[src/rtl/stat_pkg.sv]
// Shared definitions for the pipelined Stat mixing network: cell types,
// fan-in offsets and the 3-input cell evaluator.
package stat_pkg;

    typedef enum logic [1:0] {
        CELL_XOR3  = 2'd0,
        CELL_NAND3 = 2'd1,
        CELL_NOR3  = 2'd2,
        CELL_XNOR3 = 2'd3
    } cell_t;

    localparam int OFF_B = 1;
    localparam int OFF_C = 3;

    function automatic logic cell_eval(cell_t t, logic a, logic b, logic c);
        logic r;
        r = 1'b0;
        case (t)
            CELL_XOR3:  r = a ^ b ^ c;
            CELL_NAND3: r = ~(a & b & c);
            CELL_NOR3:  r = ~(a | b | c);
            CELL_XNOR3: r = ~(a ^ b ^ c);
            default:    r = 1'b0;
        endcase
        return r;
    endfunction

endpackage

[src/rtl/stat_mix_layer.sv]
// One combinational mixing layer f_s; the cell type rotates with bit index
// and layer number so every layer sees a different cell pattern.
module stat_mix_layer
    import stat_pkg::*;
#(
    parameter int W     = 8,
    parameter int STAGE = 0
) (
    input  logic [W-1:0] x_i,
    input  logic         mode_i,
    output logic [W-1:0] y_o
);

    logic [W-1:0] mixed;

    genvar gi;
    generate
        for (gi = 0; gi < W; gi++) begin : g_bit
            localparam cell_t CT = cell_t'(2'((gi + STAGE) % 4));
            assign mixed[gi] = cell_eval(CT, x_i[gi], x_i[(gi + OFF_B) % W],
                                         x_i[(gi + OFF_C) % W]);
        end
    endgenerate

    // Pass-through words travel unmodified through every layer.
    assign y_o = mode_i ? x_i : mixed;

endmodule

// rtl/stat_pipe_my.sv
// DEPTH-stage registered mixing pipeline with valid/ready at both ends and
// per-word output-change detection feeding a saturating change counter.
module stat_pipe_my
    import stat_pkg::*;
#(
    parameter int W     = 8,
    parameter int DEPTH = 2,
    parameter int CNT_W = 8
) (
    input  logic             clk,
    input  logic             rst,
    input  logic             in_valid,
    output logic             in_ready,
    input  logic [W-1:0]     in_data,
    input  logic             mode,
    output logic             out_valid,
    input  logic             out_ready,
    output logic [W-1:0]     out_data,
    output logic             out_changed,
    output logic [CNT_W-1:0] chg_cnt
);

    // The last stage's mode is never consumed, so only DEPTH-1 mode bits exist.
    localparam int MW = (DEPTH > 1) ? DEPTH - 1 : 1;

    logic [W-1:0]     data_q [DEPTH];
    logic [W-1:0]     data_d [DEPTH];
    logic [W-1:0]     lay_in [DEPTH];
    logic [DEPTH-1:0] lay_mode;
    logic [DEPTH-1:0] valid_q;
    logic [DEPTH-1:0] valid_d;
    logic [MW-1:0]    mode_q;

    logic             adv;
    logic             deliver;
    logic [W-1:0]     last_q, last_d;
    logic             seen_q, seen_d;
    logic [CNT_W-1:0] chg_cnt_q, chg_cnt_d;

    genvar gi;
    generate
        for (gi = 0; gi < DEPTH; gi++) begin : g_stage
            if (gi == 0) begin : g_head
                assign lay_in[gi]   = in_data;
                assign lay_mode[gi] = mode;
                assign valid_d[gi]  = in_valid;
            end else begin : g_body
                assign lay_in[gi]   = data_q[gi-1];
                assign lay_mode[gi] = mode_q[gi-1];
                assign valid_d[gi]  = valid_q[gi-1];
            end

            stat_mix_layer #(
                .W     (W),
                .STAGE (gi)
            ) u_layer (
                .x_i    (lay_in[gi]),
                .mode_i (lay_mode[gi]),
                .y_o    (data_d[gi])
            );
        end
    endgenerate

    // Whole pipeline moves as one; a stalled output freezes every stage.
    assign adv       = !valid_q[DEPTH-1] | out_ready;
    assign in_ready  = adv;
    assign out_valid = valid_q[DEPTH-1];
    assign out_data  = data_q[DEPTH-1];
    assign deliver   = valid_q[DEPTH-1] & out_ready;

    assign out_changed = valid_q[DEPTH-1] & (!seen_q | (data_q[DEPTH-1] != last_q));
    assign chg_cnt     = chg_cnt_q;

    always_comb begin
        last_d    = last_q;
        seen_d    = seen_q;
        chg_cnt_d = chg_cnt_q;
        if (deliver) begin
            last_d = data_q[DEPTH-1];
            seen_d = 1'b1;
            if (out_changed && (chg_cnt_q != {CNT_W{1'b1}})) begin
                chg_cnt_d = chg_cnt_q + 1'b1;
            end
        end
    end

    always_ff @(posedge clk) begin
        if (rst) begin
            valid_q   <= '0;
            last_q    <= '0;
            seen_q    <= 1'b0;
            chg_cnt_q <= '0;
        end else begin
            last_q    <= last_d;
            seen_q    <= seen_d;
            chg_cnt_q <= chg_cnt_d;
            if (adv) begin
                valid_q <= valid_d;
                for (int s = 0; s < DEPTH; s++) begin
                    data_q[s] <= data_d[s];
                end
                for (int s = 0; s < DEPTH - 1; s++) begin
                    mode_q[s] <= lay_mode[s];
                end
            end
        end
    end

endmodule

[config.mk]
export PLATFORM = sky130hd
export DESIGN_NAME = stat_pipe_my
export DESIGN_NICKNAME = d
export VERILOG_FILES = /design/src/rtl/stat_pkg.sv /design/src/rtl/stat_mix_layer.sv /design/src/rtl/stat_pipe_my.sv
export SDC_FILE = /design/constraint.sdc
export NUM_CORES = 1
export LEC_CHECK = 0
export BUFFER_PORTS_ARGS = -buffer_cell sky130_fd_sc_hd__clkbuf_2
export CORE_MARGIN = 3
export CORE_UTILIZATION = 55
export CTS_CLUSTER_DIAMETER = 50
export DETAILED_ROUTE_END_ITERATION = 16
export GPL_TIMING_DRIVEN = 0
export PLACE_DENSITY_LB_ADDON = 0.25
export SYNTH_ARGS = -nofsm -noshare
export SYNTH_HDL_FRONTEND = slang
export SYNTH_SLANG_ARGS = --single-unit
[constraint.sdc]
create_clock -name clk -period 2.86 [get_ports clk]
set_clock_uncertainty 0.05 [all_clocks]
set_input_delay 0.572 -clock clk [delete_from_list [all_inputs] [get_ports clk]]
set_output_delay 0.572 -clock clk [all_outputs]
set_load 0.02 [all_outputs]
==> metrics.md <==
| Metric | Value |
|---|---|
| RSZ-0062 raised after global routing | `false` |
| Area delta synth->final | `14.47%` |
| DR WL met3 | `163 microns` |
| # resized after CTS | `0` |
| Max Cap Viol | `0` |
| Total negative slack | `0 ns` |
| Largest net degree at the start of global routing | `18` |
| Worst-path clk slew | `0.10 ns` |
| Worst-path cell chain | `xnor2_1 -> nand3_1 -> nor3_2 -> nor2b_1 -> clkbuf_2` |
| Die ar. | `3976 sq um` |
| H-tree depth | `2` |
| Initial DRC Count | `52` |
| Fill cell total of the finished layout | `259` |
| Metal-1 WL | `1411 microns` |
| Mapped cell area | `1790 sq um` |
| Post-CTS setup buffers | `0` |
| Most common cell after layout, fill and taps aside | `clkbuf_2` |
| Final Setup Violations | `0` |
| Post-synth ARST share | `0` |
| Synthesized Nets | `200` |
| Drt pass-1 iters | `4` |
| Worst-Margin Slew | `1.281 ns` |
| DR vias | `1370` |
| CTS Buffer Depth | `2` |
| GRT Overall Usage | `0.1768` |
| Core area | `3078 sq um` |
| Buf+Inv Stages, Crit Path | `1` |
| Final period util | `0.8627` |
| Wire length per cell | `12.04 microns` |
| Met2 WL post-DR | `1607 microns` |
| Cts bufs inserted | `5` |
| Die Y | `63.06 microns` |
| PD cells | `484.3 nW/um^2` |
| # IOs | `32` |
| Number of flops mapped to enable cells by yosys | `17` |
| TritonCTS clock tree | `done` |
| Max frequency | `405.3 MHz` |
| Port-buffer cells | `31` |
| CP peak stage delay | `0.51 ns` |
| Worst Path Arrival | `1.85 ns` |
| Hold_buf cts | `0` |
| Post-synth top flop | `dfxtp_1` |
| WL final | `3240 microns` |
| Multi-input logic area | `794.5 sq um` |
| Initial antenna violation count | `0` |
| Post-synthesis instance total | `186` |
| Initial core utilization | `0.5817` |
| Placer congestion estimate | `0.8698` |
| Endpoints failing hold | `0` |
| Latest clock arrival within the worst-skew pair | `0.33 ns` |
| Grt total ovfl | `0` |
| Setup Crit Path Kind | `flip-flop to output port` |
| Tmin final | `2.467 ns` |
| Worst slew margin | `0.1431` |
| CP top delay family | `simple AND/OR/NAND/NOR gates` |
| Sequential cell area fraction in the yosys report | `0.4976` |
| Antenna Nets Post-Route | `0` |
| Vias in the first global route | `1307` |
| Startpoint types | `flip-flop` |
| DRC | `0` |
| Placement row count | `20` |
| Share of cells above drive strength 1 | `0.2267` |
| Hold crit path type | `primary input to flip-flop` |
| Critical Path RT | `2.24 ns` |
| Critical path peak fanout | `10` |
| Status | `finished clean` |
| Leak | `0.8253 nW` |
| Die width | `63.06 microns` |
| Synth Register Bits | `36` |
| CTS sink cnt | `36` |
| Worst hold slack | `0.4207 ns` |
| Top sig layer | `met4` |
| Root buffer cell | `clkbuf_4` |
| Synthesis Warnings | `0` |
| Vias per cell | `5.093` |
| Synth unique cells | `29` |
| Antenna diodes | `0` |
| Storage cell area | `890.9 sq um` |
| Slowest-stage cell, CP | `nor3_2` |
| Peak VDD IR | `334.3 uV` |
| Slew Viols, Final | `0` |
| First-pass GRT wire length | `5595 microns` |
| Nature of the critical path endpoint | `output port` |
| Synthesized area per cell | `9.626 sq um` |
| Final nets | `238` |
| Most frequent cells in the layout | `31 x clkbuf_2, 26 x nand2_1, 21 x nor2_1` |
| DP Wirelength | `2496 microns` |
==> state kept, by name, indices dropped and copies added (netlist names) <==
signal	cells
data_q	16
seen_q	1
chg_cnt	8
valid_q	2
last_q	8
mode_q	1
==> layout make-up <==
cell class / count / area share
timing repair buffer: 31 / 0.07570
sequential: 36 / 0.4347
clock inverter: 2 / 0.003663
clock buffer: 6 / 0.02015
inverter: 6 / 0.01099
multi-input combinational: 130 / 0.3877
tap: 44 / 0.02686
buffer: 14 / 0.04029
==> cells in the mapped netlist, drive strengths merged, types with 2 or more instances <==
master | instances | area share
a21o | 4 | 0.017
a21oi | 11 | 0.031
buf | 9 | 0.036
clkbuf | 5 | 0.010
dfxtp | 19 | 0.21
edfxtp | 17 | 0.29
inv | 6 | 0.013
mux2 | 5 | 0.031
mux2i | 3 | 0.017
nand2 | 26 | 0.055
nand3 | 5 | 0.017
nand4 | 2 | 0.0070
nor2 | 21 | 0.044
nor2b | 7 | 0.024
nor3 | 7 | 0.022
nor4 | 7 | 0.024
xnor2 | 12 | 0.059
xor2 | 12 | 0.059
==> routing by layer <==
metal  track usage  up-vias
met5             0        -
met4       0.08540        0
met3       0.04278        9
met2        0.3017       39
met1        0.2075      619
li1              -      703
==> kinds of logic (layout without fill, tap and decap cells) <==
family,after synthesis,in the layout,share of synthesized area
flip-flops,36,36,0.4976
multiplexers,8,8,0.04822
buffers and inverters,20,59,0.05870
AO/OA/AOI/OAI,18,18,0.06150
AND/OR/NAND/NOR,79,79,0.2096
adder cells (fa/ha/maj),1,1,0.006987
XOR/XNOR,24,24,0.1174
==> through the flow <==
step,instances,worst slack [ns],utilization,area (sq um),total power [mW]
floorplan,186,0.6885,-,1790,0.7167
global placement,261,0.1565,0.6500,2001,0.7574
detailed placement,261,0.1051,0.6500,2001,0.7655
CTS,269,0.3698,0.6659,2049,1.001
global route,269,0.2499,0.6659,2049,1.045
finish,269,0.3926,0.6659,2049,0.9925
==> power breakdown <==
group / leakage [nW] / total [mW] / internal, mW / switching (mW)
registers: 0.318 / 0.604 / 0.576 / 0.0281
logic: 0.480 / 0.149 / 0.0678 / 0.0809
clock network: 0.0273 / 0.239 / 0.0910 / 0.148
==> path summary, 6_finish.rpt <==
path | from | to | slack [ns] | cells after the start
worst max-delay path | data_q[0][15] | out_changed | 0.39 | 5
worst min-delay path | mode | mode_q | 0.42 | 1
worst max register to register | valid_q[1] | data_q[0][11] | 0.90 | 2
worst min register to register | last_q[4] | last_q[4] | 0.43 | 2
==> worst reg2reg max path, delay by kind of cell, from the launching register on <==
| kind | cells | cell delay, ns |
|---|---|---|
| AND/OR/NAND/NOR | 2 | 1.16 |
| flip-flops | 1 | 0.37 |
Note: power is estimated with default switching activity, not from simulation.
